--- src/rtl/thunderbird_monitor_if.sv ---
// ============================================================================
// Module  : thunderbird_monitor_if
// Brief   : Lamp inputs and monitor result bundle for thunderbird_monitor.
// Rev     : 1.0
// ============================================================================
`default_nettype none

interface thunderbird_monitor_if #(
  parameter int CNT_W = 8
);
  logic [2:0]       Lin;
  logic [2:0]       Rin;
  logic [1:0]       mode;
  logic             left_ind;
  logic             right_ind;
  logic [CNT_W-1:0] left_cnt;
  logic [CNT_W-1:0] right_cnt;
  logic             fault;
  logic [1:0]       fault_code;

  modport master (
    output Lin, Rin,
    input  mode, left_ind, right_ind, left_cnt, right_cnt, fault, fault_code
  );

  modport slave (
    input  Lin, Rin,
    output mode, left_ind, right_ind, left_cnt, right_cnt, fault, fault_code
  );
endinterface

`default_nettype wire

--- src/rtl/thunderbird_monitor.sv ---
// ============================================================================
// Module  : thunderbird_monitor
// Brief   : Lamp-protocol checker for the Thunderbird tail-light sequencer.
//           Optional watchdog enabled by defining THUNDERBIRD_MON_TIMEOUT_EN.
// Rev     : 1.0
// ============================================================================
`default_nettype none

module thunderbird_monitor #(
  parameter int CNT_W   = 8,
  parameter int TIMEOUT = 64
) (
  input  logic                  CLK,
  input  logic                  Reset,
  thunderbird_monitor_if.slave  bus
);

  typedef enum logic [3:0] {
    FR_I, FR_L1, FR_L2, FR_L3, FR_R1, FR_R2, FR_R3, FR_HA, FR_HB, FR_BAD
  } frame_e;

  frame_e           prev_q, prev_d;
  frame_e           cur_frame;
  logic             trans_ok;
  logic             bad_frame;
  logic             bad_trans;
  logic             timeout_hit;
  logic [1:0]       mode_q, mode_d;
  logic             left_ind_q, left_ind_d;
  logic             right_ind_q, right_ind_d;
  logic [CNT_W-1:0] lcnt_q, lcnt_d;
  logic [CNT_W-1:0] rcnt_q, rcnt_d;
  logic             fault_q, fault_d;
  logic [1:0]       code_q, code_d;

  function automatic logic [1:0] frame_mode(input frame_e f);
    logic [1:0] m;
    m = 2'b00;
    case (f)
      FR_L1, FR_L2, FR_L3: m = 2'b01;
      FR_R1, FR_R2, FR_R3: m = 2'b10;
      FR_HA, FR_HB:        m = 2'b11;
      default:             m = 2'b00;
    endcase
    return m;
  endfunction

  always_comb begin
    cur_frame = FR_BAD;
    case ({bus.Lin, bus.Rin})
      6'b000_000: cur_frame = FR_I;
      6'b001_000: cur_frame = FR_L1;
      6'b011_000: cur_frame = FR_L2;
      6'b111_000: cur_frame = FR_L3;
      6'b000_100: cur_frame = FR_R1;
      6'b000_110: cur_frame = FR_R2;
      6'b000_111: cur_frame = FR_R3;
      6'b010_101: cur_frame = FR_HA;
      6'b101_010: cur_frame = FR_HB;
      default:    cur_frame = FR_BAD;
    endcase
  end

  // Repeating any non-idle frame is absent from every list below, so it is illegal.
  always_comb begin
    trans_ok = 1'b0;
    case (prev_q)
      FR_I:  trans_ok = cur_frame inside {FR_I,  FR_L1, FR_R1, FR_HA};
      FR_L1: trans_ok = cur_frame inside {FR_L2, FR_R1, FR_HA};
      FR_L2: trans_ok = cur_frame inside {FR_L3, FR_R1, FR_HA};
      FR_L3: trans_ok = cur_frame inside {FR_I,  FR_R1, FR_HA};
      FR_R1: trans_ok = cur_frame inside {FR_R2, FR_L1, FR_HA};
      FR_R2: trans_ok = cur_frame inside {FR_R3, FR_L1, FR_HA};
      FR_R3: trans_ok = cur_frame inside {FR_I,  FR_L1, FR_HA};
      FR_HA: trans_ok = cur_frame inside {FR_HB, FR_L1, FR_R1};
      FR_HB: trans_ok = cur_frame inside {FR_HA, FR_I,  FR_L1, FR_R1};
      default: trans_ok = 1'b0;
    endcase
  end

  assign bad_frame = (cur_frame == FR_BAD);
  assign bad_trans = !bad_frame && !trans_ok;

`ifdef THUNDERBIRD_MON_TIMEOUT_EN
  localparam int WD_W = $clog2(TIMEOUT + 1);

  logic [WD_W-1:0] wd_q, wd_d;

  always_comb begin
    wd_d        = wd_q;
    timeout_hit = 1'b0;
    if (bad_frame || cur_frame == FR_I) begin
      wd_d = '0;
    end else if (wd_q == WD_W'(TIMEOUT)) begin
      timeout_hit = 1'b1;
    end else begin
      wd_d = wd_q + WD_W'(1);
    end
  end

  always_ff @(posedge CLK) begin
    if (Reset) begin
      wd_q <= '0;
    end else begin
      wd_q <= wd_d;
    end
  end
`else
  logic unused_timeout;
  assign unused_timeout = ^TIMEOUT;
  assign timeout_hit    = 1'b0;
`endif

  always_comb begin
    prev_d = prev_q;
    mode_d = mode_q;
    lcnt_d = lcnt_q;
    rcnt_d = rcnt_q;
    fault_d = fault_q;
    code_d = code_q;

    // An unknown frame keeps the old mode and resynchronises checking to idle.
    if (bad_frame) begin
      prev_d = FR_I;
    end else begin
      prev_d = cur_frame;
      mode_d = frame_mode(cur_frame);
    end

    if (!bad_frame && prev_q == FR_L3 && lcnt_q != '1) lcnt_d = lcnt_q + CNT_W'(1);
    if (!bad_frame && prev_q == FR_R3 && rcnt_q != '1) rcnt_d = rcnt_q + CNT_W'(1);

    if (!fault_q) begin
      if (bad_frame) begin
        fault_d = 1'b1;
        code_d  = 2'b01;
      end else if (bad_trans) begin
        fault_d = 1'b1;
        code_d  = 2'b10;
      end else if (timeout_hit) begin
        fault_d = 1'b1;
        code_d  = 2'b11;
      end
    end

    left_ind_d  = mode_d[0];
    right_ind_d = mode_d[1];
  end

  always_ff @(posedge CLK) begin
    if (Reset) begin
      prev_q      <= FR_I;
      mode_q      <= 2'b00;
      left_ind_q  <= 1'b0;
      right_ind_q <= 1'b0;
      lcnt_q      <= '0;
      rcnt_q      <= '0;
      fault_q     <= 1'b0;
      code_q      <= 2'b00;
    end else begin
      prev_q      <= prev_d;
      mode_q      <= mode_d;
      left_ind_q  <= left_ind_d;
      right_ind_q <= right_ind_d;
      lcnt_q      <= lcnt_d;
      rcnt_q      <= rcnt_d;
      fault_q     <= fault_d;
      code_q      <= code_d;
    end
  end

  assign bus.mode       = mode_q;
  assign bus.left_ind   = left_ind_q;
  assign bus.right_ind  = right_ind_q;
  assign bus.left_cnt   = lcnt_q;
  assign bus.right_cnt  = rcnt_q;
  assign bus.fault      = fault_q;
  assign bus.fault_code = code_q;

endmodule

`default_nettype wire
--- src/flat_wrapper.sv ---
// flat-port wrapper written by rule: the top's interface ports become plain ports
module thunderbird_monitor_flat 
#(
  parameter int CNT_W   = 8,
  parameter int TIMEOUT = 64
)
  (CLK, Reset, bus_Lin, bus_Rin, bus_mode, bus_left_ind, bus_right_ind, bus_left_cnt, bus_right_cnt, bus_fault, bus_fault_code);
  thunderbird_monitor_if #(.CNT_W(CNT_W)) bus_i ();
  input  logic CLK;
  input  logic Reset;
  input wire logic [$bits(bus_i.Lin)-1:0] bus_Lin;
  input wire logic [$bits(bus_i.Rin)-1:0] bus_Rin;
  output wire logic [$bits(bus_i.mode)-1:0] bus_mode;
  output wire logic [$bits(bus_i.left_ind)-1:0] bus_left_ind;
  output wire logic [$bits(bus_i.right_ind)-1:0] bus_right_ind;
  output wire logic [$bits(bus_i.left_cnt)-1:0] bus_left_cnt;
  output wire logic [$bits(bus_i.right_cnt)-1:0] bus_right_cnt;
  output wire logic [$bits(bus_i.fault)-1:0] bus_fault;
  output wire logic [$bits(bus_i.fault_code)-1:0] bus_fault_code;
  assign bus_i.Lin = bus_Lin;
  assign bus_i.Rin = bus_Rin;
  assign bus_mode = bus_i.mode;
  assign bus_left_ind = bus_i.left_ind;
  assign bus_right_ind = bus_i.right_ind;
  assign bus_left_cnt = bus_i.left_cnt;
  assign bus_right_cnt = bus_i.right_cnt;
  assign bus_fault = bus_i.fault;
  assign bus_fault_code = bus_i.fault_code;
  thunderbird_monitor #(.CNT_W(CNT_W), .TIMEOUT(TIMEOUT)) u_core (.CLK(CLK), .Reset(Reset), .bus(bus_i));
endmodule
--- config.mk ---
export PLATFORM = sky130hd
export DESIGN_NAME = thunderbird_monitor_flat
export DESIGN_NICKNAME = d
export VERILOG_FILES = /design/src/rtl/thunderbird_monitor_if.sv /design/src/rtl/thunderbird_monitor.sv /design/src/flat_wrapper.sv
export SDC_FILE = /design/constraint.sdc
export NUM_CORES = 1
export LEC_CHECK = 0
export CORE_ASPECT_RATIO = 0.8
export CORE_UTILIZATION = 45
export CTS_CLUSTER_DIAMETER = 80
export DETAILED_ROUTE_END_ITERATION = 12
export GPL_ROUTABILITY_DRIVEN = 0
export PLACE_DENSITY = 0.83
export SLEW_MARGIN = 20
export SYNTH_ARGS = -nofsm -noshare
export SYNTH_HDL_FRONTEND = slang
export SYNTH_SLANG_ARGS = --single-unit
--- constraint.sdc ---
create_clock -name CLK -period 4.9 [get_ports CLK]
set_input_delay 0.98 -clock CLK [delete_from_list [all_inputs] [get_ports CLK]]
set_output_delay 0.98 -clock CLK [all_outputs]
set_load 0.01 [all_outputs]
# After elaboration in Yosys (flattened, before gate mapping)
# Memories as Yosys holds them, arrays and structs flattened.
# Cells that the tools add are included.
# word_totals
ff_bits	27
romBits	32
in_bits	8
out_inout_bits	23
elab_cells	69
memories	1
# mem_list
name	depth	width	read_ports	rd_clocked_by_memory_dff	write_ports	line	text
(name not given)	16	2	1	0	0	thunderbird_monitor.sv:39	case (f)
# classes
addsub	2
n_eq_ne	27
n_mux	8
n_bitwise	1
reduce_logical	22
# ops
operator	n
$pmux 4 s9	1
$eq 4x3->1 const B	8
$reduce_bool 3->1	7
$eq 6x3->1 const B	3
$add 8x1->8 const B	2
$eq 4x2->1 const B	4
$ne 8x8->1 const B	2
$eq 4x4->1 const B	3
$eq 6x5->1 const B	2
$eq 6x6->1 const B	2
$eq 4x1->1 const B	2
$logic_not 4->1	2
$pmux 1 s8	1
$eq 6x4->1 const B	1
$logic_not 6->1	1
$mux 2	3
$logic_and 1x1->1	5
$reduce_bool 4->1	1
$reduce_or 2->1	2
$mux 1	3
$logic_not 1->1	2
$reduce_and 2->1	1
$reduce_bool 2->1	1
$not 1->1	1

# Logic depth before layout (Yosys ltp)
# Gate-level depths: netlist of the first run.
# depth
ltp_word	10
mapped_depth	8
ltp_nobuf	6

# Least setup slack after synthesis of the first run
# No wires, ideal clock.
# synth_path
path_type	input to register
from	input port bus_Lin[2]
to	register u_core.code_q[0] (netlist: u_core.bus.fault_code[0])
setup_time_ns	0.068
t_arrival_ns	2.217
required_ns	4.832
setup_slack_ns	2.615
path_stages	7
n_path_buf	2
cell_sequence	buf_4 > and4bb_4 > o21ai_4 > nand3_2 > buf_6 > or3_1 > a21oi_2
# synth_between
elab_chain_cells	9
elab_cells_between_ends	35
cone_classes	eq/ne: 17; mux: 3; reduce/logical: 15
# synth_rtl
element	line	text
start: declaration	flat_wrapper.sv:11	input wire logic [$bits(bus_i.Lin)-1:0] bus_Lin;
$eq 6x6->1, or another cell as far along	thunderbird_monitor.sv:50	case ({bus.Lin, bus.Rin})
$pmux 4 s9 (*)	thunderbird_monitor.sv:50	
$eq 4x1->1, or another cell as far along	n/a	
$reduce_bool 4->1, or another cell as far along	thunderbird_monitor.sv:68, thunderbird_monitor.sv:76	
$pmux 1 s8	thunderbird_monitor.sv:67	case (prev_q)
$logic_not 1->1	thunderbird_monitor.sv:82	assign bad_trans = !bad_frame && !trans_ok;
$logic_and 1x1->1	thunderbird_monitor.sv:82	
$reduce_bool 2->1 (no line)	n/a	
$reduce_and 2->1 (no line)	n/a	
end signal: assignment	thunderbird_monitor.sv:168	code_q <= code_d;
end: declaration	thunderbird_monitor.sv:34	logic [1:0] code_q, code_d;
# Mark *: on every way between the ends. The rest lies on a longest branch, timed or not.
# A chain may end at the register's enable or synchronous reset.

# Worst setup path in the final report of the first run
# layout_path
from	input port bus_Lin[0]
to	register u_core.fault_q (netlist: u_core.bus.fault)
# layout_between
elab_chain_cells	10
elab_cells_between_ends	35
cone_classes	eq/ne: 17; mux: 5; reduce/logical: 13
# layout_rtl
element	line	text
$eq 6x6->1, or another cell as far along	thunderbird_monitor.sv:50	
$pmux 4 s9 (*)	thunderbird_monitor.sv:50	
$eq 4x1->1, or another cell as far along	n/a	
$reduce_bool 4->1, or another cell as far along	thunderbird_monitor.sv:68, thunderbird_monitor.sv:76	
$pmux 1 s8	thunderbird_monitor.sv:67	
$logic_not 1->1	thunderbird_monitor.sv:82	
$logic_and 1x1->1	thunderbird_monitor.sv:82	
$mux 1	thunderbird_monitor.sv:137	end else if (bad_trans) begin
$mux 1 (*)	thunderbird_monitor.sv:134	if (bad_frame) begin
$mux 1 (*)	thunderbird_monitor.sv:133	if (!fault_q) begin
end signal: assignment	thunderbird_monitor.sv:167	fault_q <= fault_d;
end: declaration	thunderbird_monitor.sv:33	logic fault_q, fault_d;
# Marks and branches as above.

==> results.yml, run 1 <==
route:
  drc_errors: 0
  drt_first_pass_iters: 4
  wl_met2_um: 1467
  postRouteAntennaNets: 0
  viasPerCell: 5.764
  drt_iter0_drc: 94
  routed_wl_um: 3308
  routed.top_layer: "met4"
  route.met3.wl_um: 260
  met1Wirelength_um: 1566
  via_count: 1441
  wire_per_inst_um: 13.23
timing:
  fin_crit_sh: 0.5887
  fmax_mhz: 346.7
  final-max-slew-violation-count: 0
  relSlewSlack: 0.4617
  finalCriticalPeriod_ns: 2.884
  fin_tns_setup_ns: 0
  skew_ns: 0.008284
  final.setup.worst_slack_ns: 2.016
  tightest_slew_ns: 0.8050
  timing.hold.ws_ns: 0.4920
  setup_viol_count_final: 0
  hold_violations: 0
  rsz0062_at_grt: "false"
setup_path:
  slowest_delay_ns: 0.76
  worstPathRequired_ns: 5.02
  crit_path_cell_trace: "clkdlybuf4s50_1 -> or2b_1 -> a2bb2oi_1 -> or4_1 -> nand3_1 -> nand4b_1 -> a21oi_1"
  slowest_stage: "clkdlybuf4s50_1"
  cp_top_family: "simple AND/OR/NAND/NOR gates"
  path_class: "primary input to register"
  end_kind: "register"
  cp_max_fo: 13
  crit_arrival_ns: 3.01
  cp_num_buf_inv: 1
  worst_setup_path_start_kind: "primary input"
  r2r_slack_ns: 3.15
floorplan:
  dieHeight_um: 54.94
  die-width_um: 68.18
  dieArea_mm2: 0.003746
  start_util: 0.4895
  design.portCount: 31
  coreArea_mm2: 0.003221
  rows: 18
power_and_ir_drop:
  finalPower_mw: 0.3824
  leakagePower_nw: 0.6736
  power_frac_seq: 0.545
  irDropWorstVdd_uv: 141.2
  power_switching_mw: 0.09619
  clkPwrFrac: 0.316
  p_sw_frac: 0.2515
  p_per_area_mw_per_mm2: 201.7
  p_int_mw: 0.2862
  p_comb_frac: 0.138
yosys:
  ys_warn_count: 0
  yosys.area.top_type: "dfxtp_1"
  syn_nets: 197
  synth-edff-count: 0
  async_flop_share: 0
  synth_seq_area_share: 0.3175
  synthesis.area_mm2: 0.001577
  avgSynthCellArea_um2: 8.431
  ys_top_cells_by_area: "dfxtp_1 (32%), xor2_1 (7.8%), nor2_1 (6.0%)"
  ys_ff_latch: 25
  synth_cell_types: 52
  synth_top_area_share: 0.3175
  syn_inst: 187
  ys.flop_type: "dfxtp_1"
clocking:
  cts_max_path_buffers: 2
  postCtsSetupBuffers: 0
  cts_resized: 0
  h-tree-depth: 1
  cts_tree: "built"
  cts_sinks: 25
  clock_latency_ns: 0.27
  cts.clk_slew.worst_paths_ns: 0.09
  cts-root-buf: "clkbuf_8"
  cts_made_buffers: 3
  hold_buffers: 0
global_routing:
  track_usage: 0.1965
  grt_pass1_vias: 1237
  grt_max_degree: 23
  grt_pass1_wl_um: 5457
  antenna_found_initial: 0
  gr-total-overflow: 0
cells_and_area:
  fillers: 302
  area_growth_pct: 20.24
  drive_gt1_frac: 0.06667
  antenna_cells: 0
  fin_area_mm2: 0.001896
  fin_nets: 221
placed_design:
  port_buffers: 30
  dp_hpwl_um: 2428
  placed_cell_area_mm2: 0.001847
  place_ws_ns: 1.754
status:
  outcome: "complete, no violations"
flow_run:
  cap_violations: 0
min_path:
  min_path_type: "register to register"
-- metal layers --
layer | vias up | GRT usage
met5 | - | 0
met4 | 0 | 0.05903
met3 | 2 | 0.04918
met2 | 71 | 0.2958
met1 | 651 | 0.2752
li1 | 717 | -
-- cells in the mapped netlist, drive strengths merged, types with 2 or more instances --
library cell and count:
a311oi 2, nor3b 2, inv 5, clkbuf 2, nor3 2, nand4 9
nor2b 3, o21ai 10, xor2 14, buf 9, dfxtp 25, nand2b 4
and4bb 3, nand3 10, xnor2 2, nand2 14, o31ai 2, ha 2
mux2i 3, or3 2, a21oi 8, and2 2, nor4 6, nor2 25
and3 3
-- per-stage QoR --
stage / cells / utilization
after global routing: 250 / 0.5886
after global placement: 246 / 0.5734
after detailed placement: 246 / 0.5734
after CTS: 250 / 0.5886
final: 250 / 0.5886
after floorplan: 187 / -
-- final timing paths --
check | start | to | depth (start not counted)
max | bus_Lin[0] | u_core.bus.fault | 7
min reg2reg | u_core.bus.fault | u_core.bus.fault_code[1] | 1
min | u_core.bus.fault | u_core.bus.fault_code[1] | 1
max reg2reg | u_core.prev_q[0] | u_core.bus.fault_code[0] | 6
-- power groups by stage --
stage          logic (mW)  clock network [mW]  registers, mW
6_report           0.0529               0.121          0.209
5_1_grt            0.0579               0.134          0.209
4_1_cts            0.0525               0.128          0.209
3_5_place_dp       0.0524                   0          0.213
3_3_place_gp       0.0518                   0          0.213
2_1_floorplan      0.0373                   0          0.214
-- sequential cells by signal, summed over array words and instances, names as in the netlist --
register and flops:
u_core.bus.mode 1, u_core.bus.right_cnt 8, u_core.bus.left_cnt 8, u_core.bus.right_ind 1, u_core.prev_q 4, u_core.bus.fault 1, u_core.bus.fault_code 2
-- cell families after synthesis --
group / count (synthesis) / synth area share
simple gates: 95 / 0.3500
compound gates: 30 / 0.1460
flops: 25 / 0.3175
xor+xnor: 16 / 0.08889
buf+inv: 16 / 0.06270
mux: 3 / 0.01905
fa+ha+maj: 2 / 0.01587
-- area by class of cell --
class	instances	area [µm²]	area share
inverters	5	18.77	0.009901
well taps	40	50.05	0.02640
flip-flops and latches	25	500.5	0.2640
multi-input cells	146	977.2	0.5155
repair buffers	30	300.3	0.1584
clock buffers	3	41.29	0.02178
clock inverters	1	7.507	0.003960
-- layout by cell type (no fill, tap or decap), drive strengths merged, types with 2 or more instances in the layout --
cell type      netlist  final
clkdlybuf4s50        0     30
nor2                25     25
dfxtp               25     25
nand2               14     14
xor2                14     14
nand3               10     10
o21ai               10     10
nand4                9      9
a21oi                8      8
nor4                 6      6
inv                  5      5
nand2b               4      4
nor2b                3      3
mux2i                3      3
and3                 3      3
clkbuf               2      3
and4bb               3      3
and2                 2      2
xnor2                2      2
a311oi               2      2
nor3                 2      2
o31ai                2      2
or3                  2      2
ha                   2      2
nor3b                2      2
Note: power is estimated with default switching activity, not from simulation.
==> run 2: changes to the inputs <==
--- a/config.mk
+++ b/config.mk
@@ -10,7 +10,7 @@
 export CTS_CLUSTER_DIAMETER = 80
 export DETAILED_ROUTE_END_ITERATION = 12
 export GPL_ROUTABILITY_DRIVEN = 0
-export PLACE_DENSITY = 0.83
+export PLACE_DENSITY = 0.86
 export SLEW_MARGIN = 20
 export SYNTH_ARGS = -nofsm -noshare
 export SYNTH_HDL_FRONTEND = slang
==> constraint.sdc (replaced) <==
create_clock -name CLK -period 2.5 [get_ports CLK]
set_input_delay 0.5 -clock CLK [delete_from_list [all_inputs] [get_ports CLK]]
set_output_delay 0.5 -clock CLK [all_outputs]
set_load 0.01 [all_outputs]
==> run 2 against run 1 <==
Compared with the run above:
- core utilization up 2.8 points
- global-route usage increased by 1.6 points
- sequential power up 96%
- worst hold slack improved by 0.0027 ns
- via count up 4.4%
- critical path depth is 1 lower
- total power grew 100%
- die area is the same
- largest cell class unchanged
==> results.yml, run 2 (same netlist as run 1, synthesis figures left out) <==
status:
  outcome: "complete, no violations"
route:
  postRouteAntennaNets: 0
  viasPerCell: 5.744
  drt_iter0_drc: 123
  via_count: 1505
  drt_first_pass_iters: 4
  drc_errors: 0
  routed_wl_um: 3604
  wire_per_inst_um: 13.76
power_and_ir_drop:
  p_per_area_mw_per_mm2: 389.3
  irDropWorstVdd_uv: 299.1
  leakagePower_nw: 0.7309
cells_and_area:
  final_common_cell: "clkdlybuf4s50_1"
  layout_common_cells: "clkdlybuf4s50_1 (30), nor2_1 (25), dfxtp_1 (25)"
  fin_util: 0.6166
  fin_nets: 233
  area_growth_pct: 25.95
  drive_gt1_frac: 0.1171
  fillers: 280
  antenna_cells: 0
timing:
  rsz0062_at_grt: "false"
  fin_tns_setup_ns: 0
  final-max-slew-violation-count: 0
  tightest_slew_ns: 0.3427
  fin_crit_sh: 0.8807
  finalCriticalPeriod_ns: 2.202
  setup_viol_count_final: 0
  timing.hold.ws_ns: 0.4947
  skew_ns: 0.008841
  fmax_mhz: 454.2
  hold_violations: 0
  relSlewSlack: 0.7656
placed_design:
  dp_hpwl_um: 2645
  port_buffers: 30
global_routing:
  gr-total-overflow: 0
  track_usage: 0.2125
  grt_max_degree: 21
  antenna_found_initial: 0
  grt_pass1_wl_um: 5989
  grt_pass1_vias: 1375
clocking:
  cts.clk_slew.worst_paths_ns: 0.09
  clock_latency_ns: 0.27
  h-tree-depth: 1
  cts_tree: "built"
  cts_max_path_buffers: 2
  hold_buffers: 0
  cts_made_buffers: 3
  cts_resized: 0
  cts-root-buf: "clkbuf_8"
  cts_sinks: 25
  postCtsSetupBuffers: 0
floorplan:
  die-width_um: 68.18
  coreArea_mm2: 0.003221
  dieHeight_um: 54.94
  rows: 18
  dieArea_mm2: 0.003746
  start_util: 0.4895
  design.portCount: 31
flow_run:
  cap_violations: 0
setup_path:
  path_class: "primary input to register"
  end_kind: "register"
  worstPathRequired_ns: 2.72
  r2r_slack_ns: 0.76
  timing.rr.start: "u_core.prev_q[0]"
  crit_arrival_ns: 2.42
  crit_start: "bus_Rin[0]"
  worst_setup_path_start_kind: "primary input"
  cp_max_fo: 11
min_path:
  worstHoldStart: "u_core.bus.fault"
  min_path_type: "register to register"
## run 2: changes by cell type in the layout (fill, tap and decap cells not counted)
cell	change
buf_4	+12
## run 2: per-stage QoR
| stage | instances | total power, mW | instance area, µm² | setup WS [ns] |
|---|---|---|---|---|
| final | 262 | 0.7730 | 1986 | 0.2981 |
| after CTS | 262 | 0.7808 | 1986 | 0.3198 |
| after global routing | 262 | 0.8131 | 1986 | 0.1905 |
| after detailed placement | 258 | 0.5353 | 1937 | 0.02714 |
| after floorplan | 187 | 0.4925 | 1577 | 0.6953 |
| after global placement | 258 | 0.5341 | 1937 | 0.05161 |
## run 2: routing by layer
layer	track usage	wire, µm	vias up
met5	0	0	-
met4	0.05556	11	0
met3	0.05533	274	5
met2	0.3480	1589	69
met1	0.2781	1729	681
li1	-	-	750
## run 2: critical path, cell delays in order
cell and delay (ns):
clkdlybuf4s50_1 0.67, and4bb_4 0.27, o21ai_4 0.18, nand3_2 0.24
or3_1 0.44, a21oi_2 0.11
## run 2: worst paths after layout
kind / cells past startpoint / end
setup / recovery: 6 / u_core.bus.fault_code[0]
hold / removal: 1 / u_core.bus.fault_code[1]
setup reg to reg: 6 / u_core.bus.left_cnt[7]
hold reg to reg: 1 / u_core.bus.fault_code[1]
## run 2: area by class of cell
cell class / count / area [µm²] / share of cell area
Clock buffer: 3 / 41.29 / 0.02079
Clock inverter: 1 / 7.507 / 0.003781
Inverter: 5 / 18.77 / 0.009452
Multi-Input combinational cell: 146 / 977.2 / 0.4921
Sequential cell: 25 / 500.5 / 0.2520
Tap cell: 40 / 50.05 / 0.02520
Timing Repair Buffer: 42 / 390.4 / 0.1966
## run 2: power breakdown
| part | internal (mW) | leakage (nW) | total, mW | switching (mW) |
|---|---|---|---|---|
| Combinational | 0.0559 | 0.507 | 0.119 | 0.0635 |
| Clock | 0.113 | 0.0217 | 0.245 | 0.132 |
| Sequential | 0.404 | 0.202 | 0.409 | 0.00514 |
